`config.mk`:
```
export PLATFORM = sky130hd
export DESIGN_NAME = foc_sample_sequencer
export DESIGN_NICKNAME = d
export VERILOG_FILES = /design/src/rtl/foc_pkg.sv /design/src/rtl/foc_tick_gen.sv /design/src/rtl/foc_sample_sequencer.sv
export SDC_FILE = /design/constraint.sdc
export NUM_CORES = 1
export LEC_CHECK = 0
export CAP_MARGIN = 20
export CORE_ASPECT_RATIO = 1.5
export CORE_MARGIN = 1
export CORE_UTILIZATION = 44
export DETAILED_ROUTE_END_ITERATION = 8
export PLACE_DENSITY = 0.73
export SKIP_LAST_GASP = 1
export SYNTH_ARGS = -nofsm -noshare
export SYNTH_HDL_FRONTEND = slang
export SYNTH_HIERARCHICAL = 1
export SYNTH_SLANG_ARGS = --single-unit
```
`constraint.sdc`:
```
create_clock -name clk -period 3 [get_ports clk]
set_clock_uncertainty 0.15 [all_clocks]
set_input_delay 0.75 -clock clk [delete_from_list [all_inputs] [get_ports clk]]
set_output_delay 0.75 -clock clk [all_outputs]
set_load 0.1 [all_outputs]
```
`src/rtl/foc_pkg.sv`:
```
// Shared types and helpers for the FOC sample sequencer and its tick generator.
package foc_pkg;

  typedef enum logic [2:0] {
    StIdle,
    StLoad,
    StWaitTick,
    StIssue,
    StWaitReady,
    StError
  } seq_state_t;

  localparam int unsigned DefDWidth = 19;
  localparam int unsigned QBits     = 15;

  // Bits needed to hold values 0..n-1, never less than one.
  function automatic int unsigned idx_width(input int unsigned n);
    return (n > 1) ? $clog2(n) : 1;
  endfunction

endpackage

```
`src/rtl/foc_tick_gen.sv`:
```
// Sample-period tick generator: counts while busy, pulses tick on the last count of each period.
module foc_tick_gen #(
  parameter int unsigned TICK_W = 16
) (
  input  logic              clk,
  input  logic              rstb,
  input  logic              busy_i,
  input  logic [TICK_W-1:0] period_i,
  output logic              tick_o
);

  logic [TICK_W-1:0] cnt_q, cnt_d, last;

  always_comb begin
    // A zero period behaves like a period of one: tick every cycle.
    last   = (period_i == '0) ? '0 : period_i - TICK_W'(1);
    tick_o = busy_i && (cnt_q >= last);
    cnt_d  = cnt_q + TICK_W'(1);
    if (!busy_i || tick_o) begin
      cnt_d = '0;
    end
  end

  always_ff @(posedge clk or negedge rstb) begin
    if (!rstb) begin
      cnt_q <= '0;
    end else begin
      cnt_q <= cnt_d;
    end
  end

endmodule

```
`src/rtl/foc_sample_sequencer.sv`:
```
// Loads PID coefficient tables into the FOC core, then issues one sensor sample per PWM tick
// over valid/ready with overrun counting and a sticky ready timeout.
module foc_sample_sequencer
  import foc_pkg::*;
#(
  parameter int unsigned D_WIDTH        = DefDWidth,
  parameter int unsigned N_COEF         = 2,
  parameter int unsigned VALID_CYCLES   = 4,
  parameter int unsigned TIMEOUT_CYCLES = 4096,
  parameter int unsigned TICK_W         = 16,
  localparam int unsigned AW            = idx_width(N_COEF)
) (
  input  logic               clk,
  input  logic               rstb,
  input  logic               enable,
  input  logic [TICK_W-1:0]  tick_period,
  input  logic               cfg_wen,
  input  logic               cfg_axis,
  input  logic [AW-1:0]      cfg_addr,
  input  logic [D_WIDTH-1:0] cfg_data,
  input  logic [D_WIDTH-1:0] angle_in,
  input  logic [D_WIDTH-1:0] currA_in,
  input  logic [D_WIDTH-1:0] currB_in,
  input  logic [D_WIDTH-1:0] currC_in,
  input  logic [D_WIDTH-1:0] currT_in,
  input  logic               core_ready,
  output logic [D_WIDTH-1:0] angle_out,
  output logic [D_WIDTH-1:0] currA_out,
  output logic [D_WIDTH-1:0] currB_out,
  output logic [D_WIDTH-1:0] currC_out,
  output logic [D_WIDTH-1:0] currT_out,
  output logic               core_valid,
  output logic               pid_d_wen,
  output logic               pid_q_wen,
  output logic [D_WIDTH-1:0] pid_d_addr,
  output logic [D_WIDTH-1:0] pid_q_addr,
  output logic [D_WIDTH-1:0] pid_d_data,
  output logic [D_WIDTH-1:0] pid_q_data,
  output logic               busy,
  output logic               err_timeout,
  output logic [15:0]        overrun_cnt,
  output logic [15:0]        sample_cnt
);

  localparam int unsigned Entries = 2 ** AW;
  localparam int unsigned VcntW   = idx_width(VALID_CYCLES);
  localparam int unsigned ToW     = idx_width(TIMEOUT_CYCLES);
  localparam logic [AW-1:0]    LoadLast = AW'(N_COEF - 1);
  localparam logic [VcntW-1:0] VcntLast = VcntW'(VALID_CYCLES - 1);
  localparam logic [ToW-1:0]   ToLast   = ToW'(TIMEOUT_CYCLES - 1);

  seq_state_t         state_q;
  logic [D_WIDTH-1:0] dtab_q [Entries];
  logic [D_WIDTH-1:0] qtab_q [Entries];
  logic [AW-1:0]      load_idx_q;
  logic [VcntW-1:0]   vcnt_q;
  logic [ToW-1:0]     to_cnt_q;
  logic               ready_q, ready_seen_q, reload_pend_q;
  logic [D_WIDTH-1:0] angle_q, curr_a_q, curr_b_q, curr_c_q, curr_t_q;
  logic [D_WIDTH-1:0] addr_q, d_data_q, q_data_q;
  logic               valid_q, d_wen_q, q_wen_q, err_q;
  logic [15:0]        overrun_q, samples_q;
  logic               tick, rise, issue_done, outstanding;

  assign busy        = (state_q != StIdle);
  assign rise        = core_ready && !ready_q;
  assign issue_done  = (vcnt_q == VcntLast) && (ready_seen_q || rise);
  assign outstanding = (state_q == StIssue) || (state_q == StWaitReady);

  foc_tick_gen #(
    .TICK_W(TICK_W)
  ) u_tick (
    .clk     (clk),
    .rstb    (rstb),
    .busy_i  (busy),
    .period_i(tick_period),
    .tick_o  (tick)
  );

  always_ff @(posedge clk or negedge rstb) begin
    if (!rstb) begin
      for (int i = 0; i < int'(Entries); i++) begin
        dtab_q[i] <= '0;
        qtab_q[i] <= '0;
      end
    end else if (cfg_wen) begin
      if (cfg_axis) begin
        qtab_q[cfg_addr] <= cfg_data;
      end else begin
        dtab_q[cfg_addr] <= cfg_data;
      end
    end
  end

  always_ff @(posedge clk or negedge rstb) begin
    if (!rstb) begin
      state_q       <= StIdle;
      load_idx_q    <= '0;
      vcnt_q        <= '0;
      to_cnt_q      <= '0;
      ready_q       <= 1'b0;
      ready_seen_q  <= 1'b0;
      reload_pend_q <= 1'b1;
      angle_q       <= '0;
      curr_a_q      <= '0;
      curr_b_q      <= '0;
      curr_c_q      <= '0;
      curr_t_q      <= '0;
      addr_q        <= '0;
      d_data_q      <= '0;
      q_data_q      <= '0;
      valid_q       <= 1'b0;
      d_wen_q       <= 1'b0;
      q_wen_q       <= 1'b0;
      err_q         <= 1'b0;
      overrun_q     <= '0;
      samples_q     <= '0;
    end else begin
      ready_q <= core_ready;
      d_wen_q <= 1'b0;
      q_wen_q <= 1'b0;
      if (cfg_wen) begin
        reload_pend_q <= 1'b1;
      end
      // A tick while a sample is outstanding is dropped, not queued.
      if (tick && outstanding && (overrun_q != 16'hFFFF)) begin
        overrun_q <= overrun_q + 16'd1;
      end
      case (state_q)
        StIdle, StWaitTick: begin
          if ((state_q == StIdle && enable) || (tick && reload_pend_q)) begin
            state_q    <= StLoad;
            load_idx_q <= '0;
            d_wen_q    <= 1'b1;
            q_wen_q    <= 1'b1;
            addr_q     <= '0;
            d_data_q   <= dtab_q[0];
            q_data_q   <= qtab_q[0];
          end else if (state_q == StWaitTick && tick && !enable) begin
            state_q <= StIdle;
          end else if (state_q == StWaitTick && tick) begin
            state_q      <= StIssue;
            angle_q      <= angle_in;
            curr_a_q     <= currA_in;
            curr_b_q     <= currB_in;
            curr_c_q     <= currC_in;
            curr_t_q     <= currT_in;
            valid_q      <= 1'b1;
            vcnt_q       <= '0;
            to_cnt_q     <= '0;
            ready_seen_q <= 1'b0;
          end
        end
        StLoad: begin
          if (load_idx_q == LoadLast) begin
            state_q <= StWaitTick;
            if (!cfg_wen) begin
              reload_pend_q <= 1'b0;
            end
          end else begin
            load_idx_q <= load_idx_q + AW'(1);
            d_wen_q    <= 1'b1;
            q_wen_q    <= 1'b1;
            addr_q     <= D_WIDTH'(load_idx_q + AW'(1));
            d_data_q   <= dtab_q[load_idx_q + AW'(1)];
            q_data_q   <= qtab_q[load_idx_q + AW'(1)];
          end
        end
        StIssue: begin
          to_cnt_q <= to_cnt_q + ToW'(1);
          if (rise) begin
            ready_seen_q <= 1'b1;
          end
          if (issue_done) begin
            valid_q   <= 1'b0;
            samples_q <= samples_q + 16'd1;
            state_q   <= StWaitTick;
          end else if (to_cnt_q == ToLast) begin
            valid_q <= 1'b0;
            err_q   <= 1'b1;
            state_q <= StError;
          end else if (vcnt_q == VcntLast) begin
            valid_q <= 1'b0;
            state_q <= StWaitReady;
          end else begin
            vcnt_q <= vcnt_q + VcntW'(1);
          end
        end
        StWaitReady: begin
          to_cnt_q <= to_cnt_q + ToW'(1);
          if (rise) begin
            samples_q <= samples_q + 16'd1;
            state_q   <= StWaitTick;
          end else if (to_cnt_q == ToLast) begin
            err_q   <= 1'b1;
            state_q <= StError;
          end
        end
        StError: begin
          valid_q <= 1'b0;
        end
        default: begin
          state_q <= StIdle;
        end
      endcase
    end
  end

  assign angle_out   = angle_q;
  assign currA_out   = curr_a_q;
  assign currB_out   = curr_b_q;
  assign currC_out   = curr_c_q;
  assign currT_out   = curr_t_q;
  assign core_valid  = valid_q;
  assign pid_d_wen   = d_wen_q;
  assign pid_q_wen   = q_wen_q;
  assign pid_d_addr  = addr_q;
  assign pid_q_addr  = addr_q;
  assign pid_d_data  = d_data_q;
  assign pid_q_data  = q_data_q;
  assign err_timeout = err_q;
  assign overrun_cnt = overrun_q;
  assign sample_cnt  = samples_q;

endmodule
```
== Yosys cells after proc, flatten, opt, wreduce, memory -nomap -nowiden ==
Cells that the tools add are included.
Widths: inputs -> output; s select.

* Output and inout bits: 208
* Register bits after elaboration: 300
* Bits of input ports: 137
* Logic and storage cells: 177

* Equality and inequality tests: 24
* Reductions and logical operators: 39
* $lt $le $gt $ge: 4
* Add/sub/neg operators: 8
* Muxes and demuxes: 71
* Bitwise logic cells: 6

{| class="wikitable"
|+ Operators by type and width
! kind !! number
|-
| $mux 19 || 13
|-
| $pmux 19 s2 || 3
|-
| $bwmux 38 || 2
|-
| $mux 16 || 4
|-
| $add 16x1->16 const B || 3
|-
| $mux 12 || 3
|-
| $pmux 16 s2 || 1
|-
| $mux 3 || 9
|-
| $ne 2x2->1 const B || 13
|-
| $pmux 12 s2 || 1
|-
| $mux 1 || 21
|-
| $demux 19 s1 || 1
|-
| $ge 16x16->1 || 1
|-
| $logic_not 16->1 || 1
|-
| $ne 16x16->1 const B || 1
|-
| $sub 16x1->16 const B || 1
|-
| $pmux 3 s5 || 1
|-
| $reduce_and 5->1 || 3
|-
| $add 12x1->12 const B || 1
|-
| $eq 12x12->1 const B || 1
|-
| $mux 2 || 6
|-
| $logic_and 1x1->1 || 10
|-
| $reduce_and 3->1 || 3
|-
| $pmux 1 s2 || 4
|-
| other kinds (25) || 45
|}

== Depth between registers and ports, before layout ==
Gate-level depths: netlist of run 1.

* Depth after elaboration: 9
* Mapped depth: 18
* Mapped depth without buffers: 15

== Hierarchy ==
The synthesis of run 1 kept the hierarchy.

{| class="wikitable"
|+ By module, submodules not included
! module !! area each (um^2) !! sequential area each (um^2) !! instances !! cells an instance
|-
| foc_sample_sequencer || 11,448.5 || 6,682.7 || 1 || 1,056
|-
| foc_tick_gen || 1,677.9 || 400.4 || 1 || 174
|}

== Worst setup path after synthesis of run 1 ==
OpenSTA, ideal clock, no wires.

* Path type: input port to flip-flop
* Start point: input port tick_period[0]
* End point: register angle_q[10] (netlist: angle_out[10])
* Required time: 2.730 ns
* Cell stages on the path: 18
* Path buffers: 4
* Setup slack: -1.171 ns
* Arrival: 3.901 ns
* Cell sequence: inv_1 -> ha_1 -> and3b_1 -> nand2_1 -> clkbuf_1 -> nand2_1 -> ha_1 -> and4_4 -> nand4_1 -> o211ai_4 -> o21a_1 -> nand3b_1 -> or3_1 -> clkbuf_1 -> buf_2 -> buf_2 -> nand2_1 -> nand2_1

* Cells in the longest elaborated chain, start to end: 8
* Elaborated cells between the ends (all ways): 12

{| class="wikitable"
|+ Ends and longest elaborated chain
! item !! line !! text
|-
| start: declaration || foc_sample_sequencer.sv:16 || <nowiki>input logic [TICK_W-1:0] tick_period,</nowiki>
|-
| $sub 16x1->16 or $logic_not 16->1 (tied branches) || foc_tick_gen.sv:16 || <nowiki>last = (period_i == '0) ? '0 : period_i - TICK_W'(1);</nowiki>
|-
| $mux 16 * || foc_tick_gen.sv:16 ||
|-
| $ge 16x16->1 * || foc_tick_gen.sv:17 || <nowiki>tick_o = busy_i && (cnt_q >= last);</nowiki>
|-
| $logic_and 1x1->1 * || foc_tick_gen.sv:17 ||
|-
| via tick || foc_sample_sequencer.sv:63 || <nowiki>logic tick, rise, issue_done, outstanding;</nowiki>
|-
| $logic_and 1x1->1 (on tied branches) || foc_sample_sequencer.sv:139, foc_sample_sequencer.sv:141, foc_sample_sequencer.sv:131 ||
|-
| $logic_and 1x1->1 or $logic_or 1x1->1 (tied branches) || foc_sample_sequencer.sv:139, foc_sample_sequencer.sv:131 ||
|-
| $not 1->1 (no line) || -- ||
|-
| $reduce_and 4->1 (no line) * || -- ||
|-
| end signal: assignment || foc_sample_sequencer.sv:143 || <nowiki>angle_q <= angle_in;</nowiki>
|-
| end: declaration || foc_sample_sequencer.sv:59 || <nowiki>logic [D_WIDTH-1:0] angle_q, curr_a_q, curr_b_q, curr_c_q, curr_t_q;</nowiki>
|}

The timed path passes the listed nets; every way through them passes the cells marked *.
A chain may end at the register's enable or synchronous reset.

== Worst setup path in the final report of run 1 ==
* Start point: input port tick_period[2]
* End point: register q_data_q[18] (netlist: pid_q_data[18])

* Cells in the longest elaborated chain, start to end: 8
* Elaborated cells between the ends (all ways): 9

{| class="wikitable"
|+ Ends and longest elaborated chain
! item !! line !! text
|-
| $sub 16x1->16 or $logic_not 16->1 (tied branches) || foc_tick_gen.sv:16 ||
|-
| $mux 16 * || foc_tick_gen.sv:16 ||
|-
| $ge 16x16->1 * || foc_tick_gen.sv:17 ||
|-
| $logic_and 1x1->1 * || foc_tick_gen.sv:17 ||
|-
| via tick || foc_sample_sequencer.sv:63 ||
|-
| $logic_and 1x1->1 * || foc_sample_sequencer.sv:131 || <nowiki>if ((state_q == StIdle && enable) || (tick && reload_pend_q)) begin</nowiki>
|-
| $logic_or 1x1->1 * || foc_sample_sequencer.sv:131 ||
|-
| $ne 2x2->1 (no line) * || -- ||
|-
| $reduce_and 3->1 (no line) * || -- ||
|-
| end signal: assignment || foc_sample_sequencer.sv:138 || <nowiki>q_data_q <= qtab_q[0];</nowiki>
|-
| end signal: assignment || foc_sample_sequencer.sv:166 || <nowiki>q_data_q <= qtab_q[load_idx_q + AW'(1)];</nowiki>
|-
| end: declaration || foc_sample_sequencer.sv:60 || <nowiki>logic [D_WIDTH-1:0] addr_q, d_data_q, q_data_q;</nowiki>
|}

Marks and branches as above.

==> metrics, run 1 <==
status finished with violations; failing checks setup timing; fill count 2307; final net count 1789; shortest period the worst path allows 3730 ps; min-delay worst type register to register; Synth cell types 75; Synth area leaders dfrtp_1 54%, nand2_1 10%, mux2_2 6.9%; Startpoint Class primary input; ant diodes 0; synthesized area 13100 µm²; Final Non-Filler Cells 2044; Ys Warns 6; largest net degree at the start of global routing 71; final WL 36.8 mm; drt via density 5.07; Worst R2R Path Depth 13; number of port buffers 310; # IOs 345; htree depth 1; Hold Crit Depth 2; register bit total from synthesis 283; P&R area growth vs syn 43.3%; Slew headroom 50.3%; Routability Congestion 0.824; worst hold path endpoint currC_out[10]; Peak Freq 268 MHz; RR Endpoint currC_out[3]; Chip Width 143 µm; die area 30500 µm²; Peak VDD IR 0.909 mV; launch point of the worst reg-to-reg path u_tick/cnt_q[14]; Final Total Pwr 14.4 mW; Placed Cells 1955; Post-Place Worst Slack -1600 ps; CP Capture Type register; detailed placement HPWL 23.2 mm; CP Max Fanout 8; final hold violation count 0; ys async rst share 100%; hold_sp currC_out[10]; Initial Utilization 44.7%; gr usage total 21.9%; clock slew at reported path FFs 60 ps; Lkg Pwr 9.13 nW; max cap viols 0; kind of critical path primary input to register; # setup viols final 171; Clock Path Buffers 3; final hold slack 319 ps; post-route ant nets 0; beginning of the critical path tick_period[2]; cell count after synthesis 1230; Syn Area/Cell 10.7 µm²; DRC viols 0; worst-margin pin slew 741 ps; setup slack, reg-to-reg 40 ps; CTS root buffer clkbuf_16; CTS Buf Count 28; # rows 77; Final Slew Violations 0; Worst Path Arrival 4030 ps; share of post-route cells with drive strength above 1 33.7%; Core Area 29400 µm²; largest area contributor in the synthesized netlist dfrtp_1; first-pass GRT wire length 52.8 mm; antenna violations before repair 0; DRT Pass-1 Iters 4; Final Cycle Share 124%; WL/cell 18.0 µm; CTS tree done; Layout Utilization 64.0%; unrepaired setup endpoints after global routing yes; power density over the cells 768 nW/µm²; total number of vias 10368; ys flop type dfrtp_1; number of flops mapped to enable cells by yosys 0; DIE HEIGHT 214 µm; clk_lat worst skew 550 ps; GR Overflow Total 0; DRT iter0 DRCs 456; CTS Sinks 283; fin worst setup slack -732 ps; vias in the first global route 10347; sequential area share after synthesis 54.0%; top cell type's share of synthesized area 53.8%; CP required 3300 ps
==> repair_timing <==
item / 4_1_cts / 5_1_grt
gates cloned: 8 / 16
buffers inserted: 14 / 3
pin swaps: 44 / 40
gates resized for setup: 100 / 88
hold buffers: 1 / 0
setup endpoints to repair: 187 / 187
hold endpoints to repair: 41 / 0
==> power by group <==
group	internal, mW	total [mW]	leakage (nW)	switching, mW
clock	2.26	3.76	0.481	1.50
sequential	4.45	4.96	3.65	0.509
combinational	1.79	5.72	5.00	3.93
total	8.51	14.4	9.13	5.94
==> cells by family after synthesis <==
family	Yosys count	share of synthesized area, %
other	1	0.0286
AO/OA/AOI/OAI	109	6.64
multiplexers	121	10.0
adder cells (fa/ha/maj)	23	2.19
flip-flops	283	54.0
buffers and inverters	108	4.86
XOR/XNOR	62	4.14
AND/OR/NAND/NOR	523	18.2
==> critical path, stage by stage <==
cell and delay (ps):
buf_8 100, nor4_4 250, buf_4 190, and3b_2 250, buf_6 110, nor2_1 30, mux2i_1 160, ha_1 270
and4_4 180, buf_6 120, a221oi_4 260, o211ai_4 120, o21a_4 220, buf_4 160, nand2_2 80, nand2_2 70
a21oi_4 200, buf_12 190, clkbuf_16 160, nand2_1 50, o21ai_0 100
==> synthesized netlist by cell type, types with 3 or more instances <==
cell and count:
inv_1 16, o21ai_0 48, xnor2_1 41, buf_2 19, buf_6 7, mux2_2 81, a32oi_1 3, nand3_1 19
a21oi_1 13, nor3_1 15, nor2_1 36, and3b_1 4, a2111oi_4 5, mux2i_1 40, nand2_1 365, nand3b_1 4
nand4b_1 3, nand4_1 19, o211ai_1 3, buf_4 41, and2_1 3, and3_1 6, dfrtp_1 282, nor3b_1 4
o21a_1 3, xor2_1 21, nand2b_1 8, nor4_1 6, a211oi_1 3, a21o_1 5, ha_1 23, nor3_2 13
clkbuf_1 23
==> state kept, by name, indices dropped and copies added (netlist names), 19 cells and up <==
signal / cells
dtab_q: 38
qtab_q: 38
angle_out: 19
currA_out: 19
currB_out: 19
currC_out: 19
currT_out: 19
pid_d_data: 19
pid_q_data: 19
==> worst max path at each step <==
| stage | end | slack [ps] | depth (start not counted) |
|---|---|---|---|
| 6_report | pid_q_data[18] | -730 | 21 |
| 5_1_grt | currC_out[3] | -900 | 20 |
| 4_1_cts | to_cnt_q[9] | -650 | 17 |
| 3_5_place_dp | to_cnt_q[9] | -1600 | 15 |
| 3_3_place_gp | to_cnt_q[6] | -1520 | 16 |
| 2_1_floorplan | angle_out[10] | -970 | 16 |
==> through the flow <==
| stage | setup TNS, ps | instance area (µm²) |
|---|---|---|
| floorplan | -151320 | 13400 |
| global placement | -252710 | 16700 |
| detailed placement | -268810 | 16700 |
| CTS | -98810 | 18200 |
| global route | -138200 | 18800 |
| finish | -110190 | 18800 |
==> layout by cell type, fill, tap and decap left out, drive strengths merged, types with 20 or more instances in the layout <==
master and instances:
buf 286, clkbuf 54, clkdlybuf4s50 120, conb 34
dfrtp 282, ha 23, mux2 81, mux2i 40
nand2 365, nand3 20, nand4 20, nor2 37
nor3 28, o21ai 50, xnor2 41, xor2 21
==> per-layer routing <==
layer	routed length, µm	GRT usage [%]
met1	14000	25.7
met2	19700	39.8
met3	2060	4.09
met4	1080	7.75
met5	0	0
==> final cells by class <==
class                           instances  area, µm²  share of cell area [%]
Timing Repair Buffer                  427       4230                    22.5
Tap cell                              395        494                    2.63
Clock inverter                         11        174                   0.924
Multi-Input combinational cell        872       5940                    31.6
Clock buffer                           39        823                    4.38
Inverter                               17       66.3                   0.352
Sequential cell                       283       7080                    37.6
No activity file was read; power rests on OpenSTA's default activity.
==> inputs of run 2 (changes only) <==
--- a/config.mk
+++ b/config.mk
@@ -10,6 +10,7 @@
 export CORE_MARGIN = 1
 export CORE_UTILIZATION = 44
 export DETAILED_ROUTE_END_ITERATION = 8
+export MAX_ROUTING_LAYER = met4
 export PLACE_DENSITY = 0.73
 export SKIP_LAST_GASP = 1
 export SYNTH_ARGS = -nofsm -noshare
==> run 2 against run 1 <==
- non-clock buffer count is 2 lower
- setup slack worse by 18 ps
- fmax is 0.47% lower
- sequential share of layout area fell by 0.050 points
- combinational power is essentially flat
- final area increased by 0.13%
- critical path type unchanged
- the flow still finishes with violations (setup timing)
- flip-flop and latch count unchanged
- highest routed layer unchanged
==> metrics, run 2 (synthesis gave the netlist of run 1 again) <==
most common cell after layout, fill and taps aside nand2_1; P&R area growth vs syn 43.5%; Top Family by Delay on Critical Path buffers and inverters; Clock Path Buffers 3; Layout Utilization 64.1%; gr usage total 22.6%; GR Overflow Total 0; shortest period the worst path allows 3750 ps; DIE HEIGHT 214 µm; WL/cell 17.9 µm; CTS tree done; Worst Path Arrival 4050 ps; die area 30500 µm²; worst-margin pin slew 740 ps; antenna violations before repair 0; DRT iter0 DRCs 450; DRC viols 0; Peak Freq 267 MHz; sum of buffers and inverters on the critical path 7; Chip Width 143 µm; CTS root buffer clkbuf_16; clock slew at reported path FFs 60 ps; Peak VDD IR 0.910 mV; CP required 3300 ps; final WL 36.5 mm; fin worst setup slack -750 ps; vias in the first global route 10369; Final Cycle Share 125%; total number of vias 10377; largest registers dtab_q x38, qtab_q x38; fill count 2297; kind of critical path primary input to register; # rows 77; CTS Buf Count 28; power density over the cells 767 nW/µm²; Post-Place Worst Slack -1600 ps; most frequent cells in the layout 311 x nand2_1, 282 x dfrtp_1, 234 x buf_4; final net count 1787; ant diodes 0; # setup viols final 171; total negative slack -112950 ps; Core Area 29400 µm²; status finished with violations; final hold violation count 0; post-route ant nets 0; most frequent CP cell buf_4; htree depth 1; min-delay worst type register to register; drt via density 5.08; CP Max Fanout 8; failing checks setup timing; share of post-route cells with drive strength above 1 34.3%; DRT Pass-1 Iters 7; CP Capture Type register; CTS Sinks 283; detailed placement HPWL 23.2 mm; largest net degree at the start of global routing 71; Initial Utilization 44.7%; Placed Cells 1955; number of port buffers 310; unrepaired setup endpoints after global routing yes; clk_lat worst skew 550 ps; Final Non-Filler Cells 2042; Slowest-stage cell, CP ha_1; first-pass GRT wire length 52.7 mm; Final Slew Violations 0; Slew headroom 50.4%; max cap viols 0; Startpoint Class primary input; Lkg Pwr 9.07 nW; CP peak stage delay 270 ps; worst path cell trace buf_8 -> nor4_4 -> buf_4 -> and3b_2 -> buf_6 -> nor2_1 -> mux2i_1 -> ha_1 -> and4_4 -> buf_4 -> a221oi_4 -> o211ai_4 -> o21a_4 -> buf_4 -> nand2_2 -> nand2_2 -> a21oi_4 -> buf_12 -> clkbuf_16 -> nand2_1 -> o21ai_0; Routability Congestion 0.837; # IOs 345
==> run 2: cell count changes in the layout (fill, tap and decap cells not counted), sizes merged <==
cell,change
clkbuf,-2
==> run 2: area by class of cell <==
type	instances	area, µm²	share of cell area (%)
Sequential cell	283	7080	37.6
Multi-Input combinational cell	872	6010	31.9
Timing Repair Buffer	425	4190	22.2
Clock buffer	39	823	4.37
Tap cell	395	494	2.62
Clock inverter	11	174	0.923
Inverter	17	66.3	0.352
==> run 2: worst paths after layout <==
| kind | slack, ps | end | depth (start not counted) | from |
|---|---|---|---|---|
| worst min register to register | 320 | currT_out[7] | 2 | currT_out[7] |
| max in group asynchronous | 1370 | qtab_q[5] | 3 | rstb |
| worst max-delay path | -750 | pid_q_data[18] | 21 | tick_period[2] |
| worst max register to register | 20 | currC_out[5] | 13 | u_tick/cnt_q[14] |
| min in group asynchronous | 570 | currB_out[1] | 2 | rstb |
| worst min-delay path | 320 | currT_out[7] | 2 | currT_out[7] |
==> run 2: metrics by stage <==
stage	power, mW	hold WS (ps)	cell area (µm²)
after detailed placement	10.2	307	16700
after floorplan	8.94	304	13400
final	14.5	317	18800
after global placement	10.1	301	16700
after CTS	14.2	321	18200
after global routing	15.1	339	18800
==> run 2: worst register-to-register path, delay by kind of cell (launching register included) <==
| kind | cells | cell delay, ps |
|---|---|---|
| flip-flops | 1 | 440 |
| AO/OA/AOI/OAI | 2 | 390 |
| AND/OR/NAND/NOR | 6 | 970 |
| adder cells (fa/ha/maj) | 1 | 330 |
| buffers and inverters | 4 | 650 |
==> run 2: routing by layer <==
metal	GRT usage [%]	routed length (µm)	vias to the layer above
met2	39.8	19800	297
met1	25.9	13900	5153
li1	-	-	4860
met3	3.64	1890	67
met5	-	0	-
met4	7.75	1020	0
==> run 2: timing repair <==
item / in CTS / in global routing
hold buffers: 1 / 0
setup endpoints to repair: 187 / 187
gates cloned: 8 / 14
gates resized for setup: 100 / 107
setup buffers: 14 / 2
hold endpoints to repair: 41 / 0
pin swaps: 44 / 51
==> run 2: report_power, final <==
group / total [mW] / switching, mW / leakage [nW] / internal [mW]
clock: 3.75 / 1.49 / 0.481 / 2.26
sequential: 4.97 / 0.515 / 3.65 / 4.45
combinational: 5.73 / 3.93 / 4.94 / 1.81
total: 14.5 / 5.94 / 9.07 / 8.52
==> inputs of run 3 (changes only) <==
--- a/config.mk
+++ b/config.mk
@@ -9,6 +9,7 @@
 export CORE_ASPECT_RATIO = 1.5
 export CORE_MARGIN = 1
 export CORE_UTILIZATION = 44
+export CTS_CLUSTER_SIZE = 8
 export DETAILED_ROUTE_END_ITERATION = 8
 export MAX_ROUTING_LAYER = met4
 export PLACE_DENSITY = 0.73
==> run 3 against run 2 <==
- the flow still finishes with violations (setup timing)
- setup slack gained 51 ps
- critical path type unchanged
- combinational power is essentially flat
- power grew 3.6%
- critical path depth shrank 1
- largest cell class unchanged
==> metrics, run 3 (synthesis gave the netlist of run 1 again) <==
status finished with violations; failing checks setup timing; worst-margin pin slew 691 ps; die area 30500 µm²; Cell Int Power 8.88 mW; final net count 1794; Worst Path Arrival 3970 ps; post-route ant nets 0; WL/cell 18.0 µm; Logic pwr share 38.4%; sequential group share of total power 33.3%; Top Family by Delay on Critical Path compound AO/OA/AOI/OAI gates; number of port buffers 310; Initial Utilization 44.7%; Worst R2R Path Depth 14; CP required 3270 ps; CTS tree done; sum of buffers and inverters on the critical path 6; Clock power frac 28.3%; Chip Width 143 µm; # IOs 345; kind of critical path primary input to register; Hold Crit Depth 2; Core Area 29400 µm²; RR Endpoint pid_q_data[10]; clk_lat worst skew 540 ps; CP Max Fanout 7; DRT Pass-1 Iters 5; most frequent cells in the layout 287 x nand2_1, 282 x dfrtp_1, 232 x buf_4; ant diodes 0; hold_sp angle_out[1]; drt via density 5.10; largest net degree at the start of global routing 71; antenna violations before repair 0; share of post-route cells with drive strength above 1 34.5%; first-pass GRT wire length 53.7 mm; Sw Pwr 6.09 mW; Final Cycle Share 123%; total negative slack -102890 ps; shortest period the worst path allows 3700 ps; DRT iter0 DRCs 353; min-delay worst type register to register; CP Capture Type register; vias in the first global route 10539; DIE HEIGHT 214 µm; Lkg Pwr 9.14 nW; Routability Congestion 0.837; switching share of power 40.7%; clock slew at reported path FFs 50 ps; GR Overflow Total 0; power density over the cells 787 nW/µm²; # setup viols final 187; total number of vias 10399; final WL 36.7 mm; most common cell after layout, fill and taps aside nand2_1; P&R area growth vs syn 44.9%; Startpoint Class primary input; CTS Sinks 283; Slew headroom 53.7%; htree depth 2; gr usage total 23.2%; Slowest-stage cell, CP a221oi_4; largest registers dtab_q x38, qtab_q x38; unrepaired setup endpoints after global routing yes; fin worst setup slack -699 ps; Placed Cells 1955; detailed placement HPWL 23.2 mm; Peak VDD IR 0.889 mV; launch point of the worst reg-to-reg path u_tick/cnt_q[13]; # rows 77; CTS root buffer clkbuf_16; setup slack, reg-to-reg 90 ps; Final Non-Filler Cells 2041; worst hold path endpoint angle_out[1]; CTS Buf Count 41; Final Slew Violations 0; Clock Path Buffers 3; final hold violation count 0; most frequent CP cell nand2_2; worst path cell trace clkdlybuf4s15_2 -> buf_4 -> nor3_4 -> nand4_1 -> xnor2_1 -> nand2_2 -> ha_4 -> a211o_1 -> a221oi_4 -> o211ai_4 -> o21a_4 -> buf_6 -> nand2_2 -> nand2_2 -> a21oi_4 -> buf_8 -> buf_12 -> buf_16 -> nand2_1 -> o21ai_0; Peak Freq 270 MHz; max cap viols 0; CP peak stage delay 330 ps; DRC viols 0
-- run 3: cell types whose count changed in the layout (fill, tap and decap cells not counted), moves of 6 or more --
cell and change:
nand2_1 -24, clkbuf_16 +8, clkbuf_8 -6, nand2_4 +20, clkbuf_1 +6, o21ai_0 -10, o21ai_1 +12
-- run 3: repair_timing --
action | CTS | global route
gates cloned | 9 | 9
pin swaps | 29 | 70
gates resized for setup | 128 | 120
hold buffers | 1 | 0
endpoints found under the hold margin | 41 | 0
buffers inserted | 12 | 2
endpoints found under the setup margin | 187 | 187
-- run 3: power groups by stage --
stage	clock [mW]	sequential (mW)	combinational, mW
2_1_floorplan	0	6.88	2.05
3_3_place_gp	0	4.98	5.12
3_5_place_dp	0	5.01	5.22
4_1_cts	4.32	4.97	5.71
5_1_grt	4.48	5.06	6.05
6_report	4.24	4.98	5.75
-- run 3: layout make-up --
| type | count | area [µm²] |
|---|---|---|
| Fill cell | 2263 | 10400 |
| Sequential cell | 283 | 7080 |
| Multi-Input combinational cell | 872 | 6140 |
| Timing Repair Buffer | 419 | 4070 |
| Clock buffer | 52 | 1090 |
| Tap cell | 395 | 494 |
| Clock inverter | 3 | 68.8 |
| Inverter | 17 | 66.3 |
-- run 3: worst max-delay path by stage --
stage,startpoint,to,cells after the start
after CTS,tick_period[2],overrun_cnt[10],19
after detailed placement,tick_period[6],to_cnt_q[9],15
final,tick_period[12],pid_q_data[10],20
after global placement,tick_period[6],to_cnt_q[6],16
after floorplan,tick_period[6],angle_out[10],16
after global routing,tick_period[6],currB_out[0],18
-- run 3: worst reg2reg max path, stage by stage, from the launching register on --
cell      delay (ps)
dfrtp_1          410
ha_4             250
a211o_1          320
a221oi_4         330
o211ai_4         120
o21a_4           220
buf_6            130
nand2_2           70
nand2_2           70
a21oi_4          170
buf_8            170
buf_12           130
buf_16           120
nand2_1           60
o21ai_0          110
-- run 3: routing by layer --
layer | routed length [µm] | vias to the layer above | global-route usage, %
met2 | 19700 | 339 | 40.9
li1 | - | 4871 | -
met3 | 2050 | 81 | 4.38
met1 | 13800 | 5108 | 25.7
met5 | 0 | - | -
met4 | 1180 | 0 | 9.01
-- run 3: metrics by stage --
| stage | hold slack [ps] | instance area [µm²] | utilization (%) | power [mW] | setup WS [ps] |
|---|---|---|---|---|---|
| after detailed placement | 307 | 16700 | 56.8 | 10.2 | -1600 |
| after floorplan | 304 | 13400 | - | 8.94 | -973 |
| after CTS | 317 | 18400 | 62.7 | 15.0 | -622 |
| after global placement | 301 | 16700 | 56.8 | 10.1 | -1520 |
| after global routing | 341 | 19000 | 64.7 | 15.6 | -854 |
| final | 315 | 19000 | 64.7 | 15.0 | -699 |
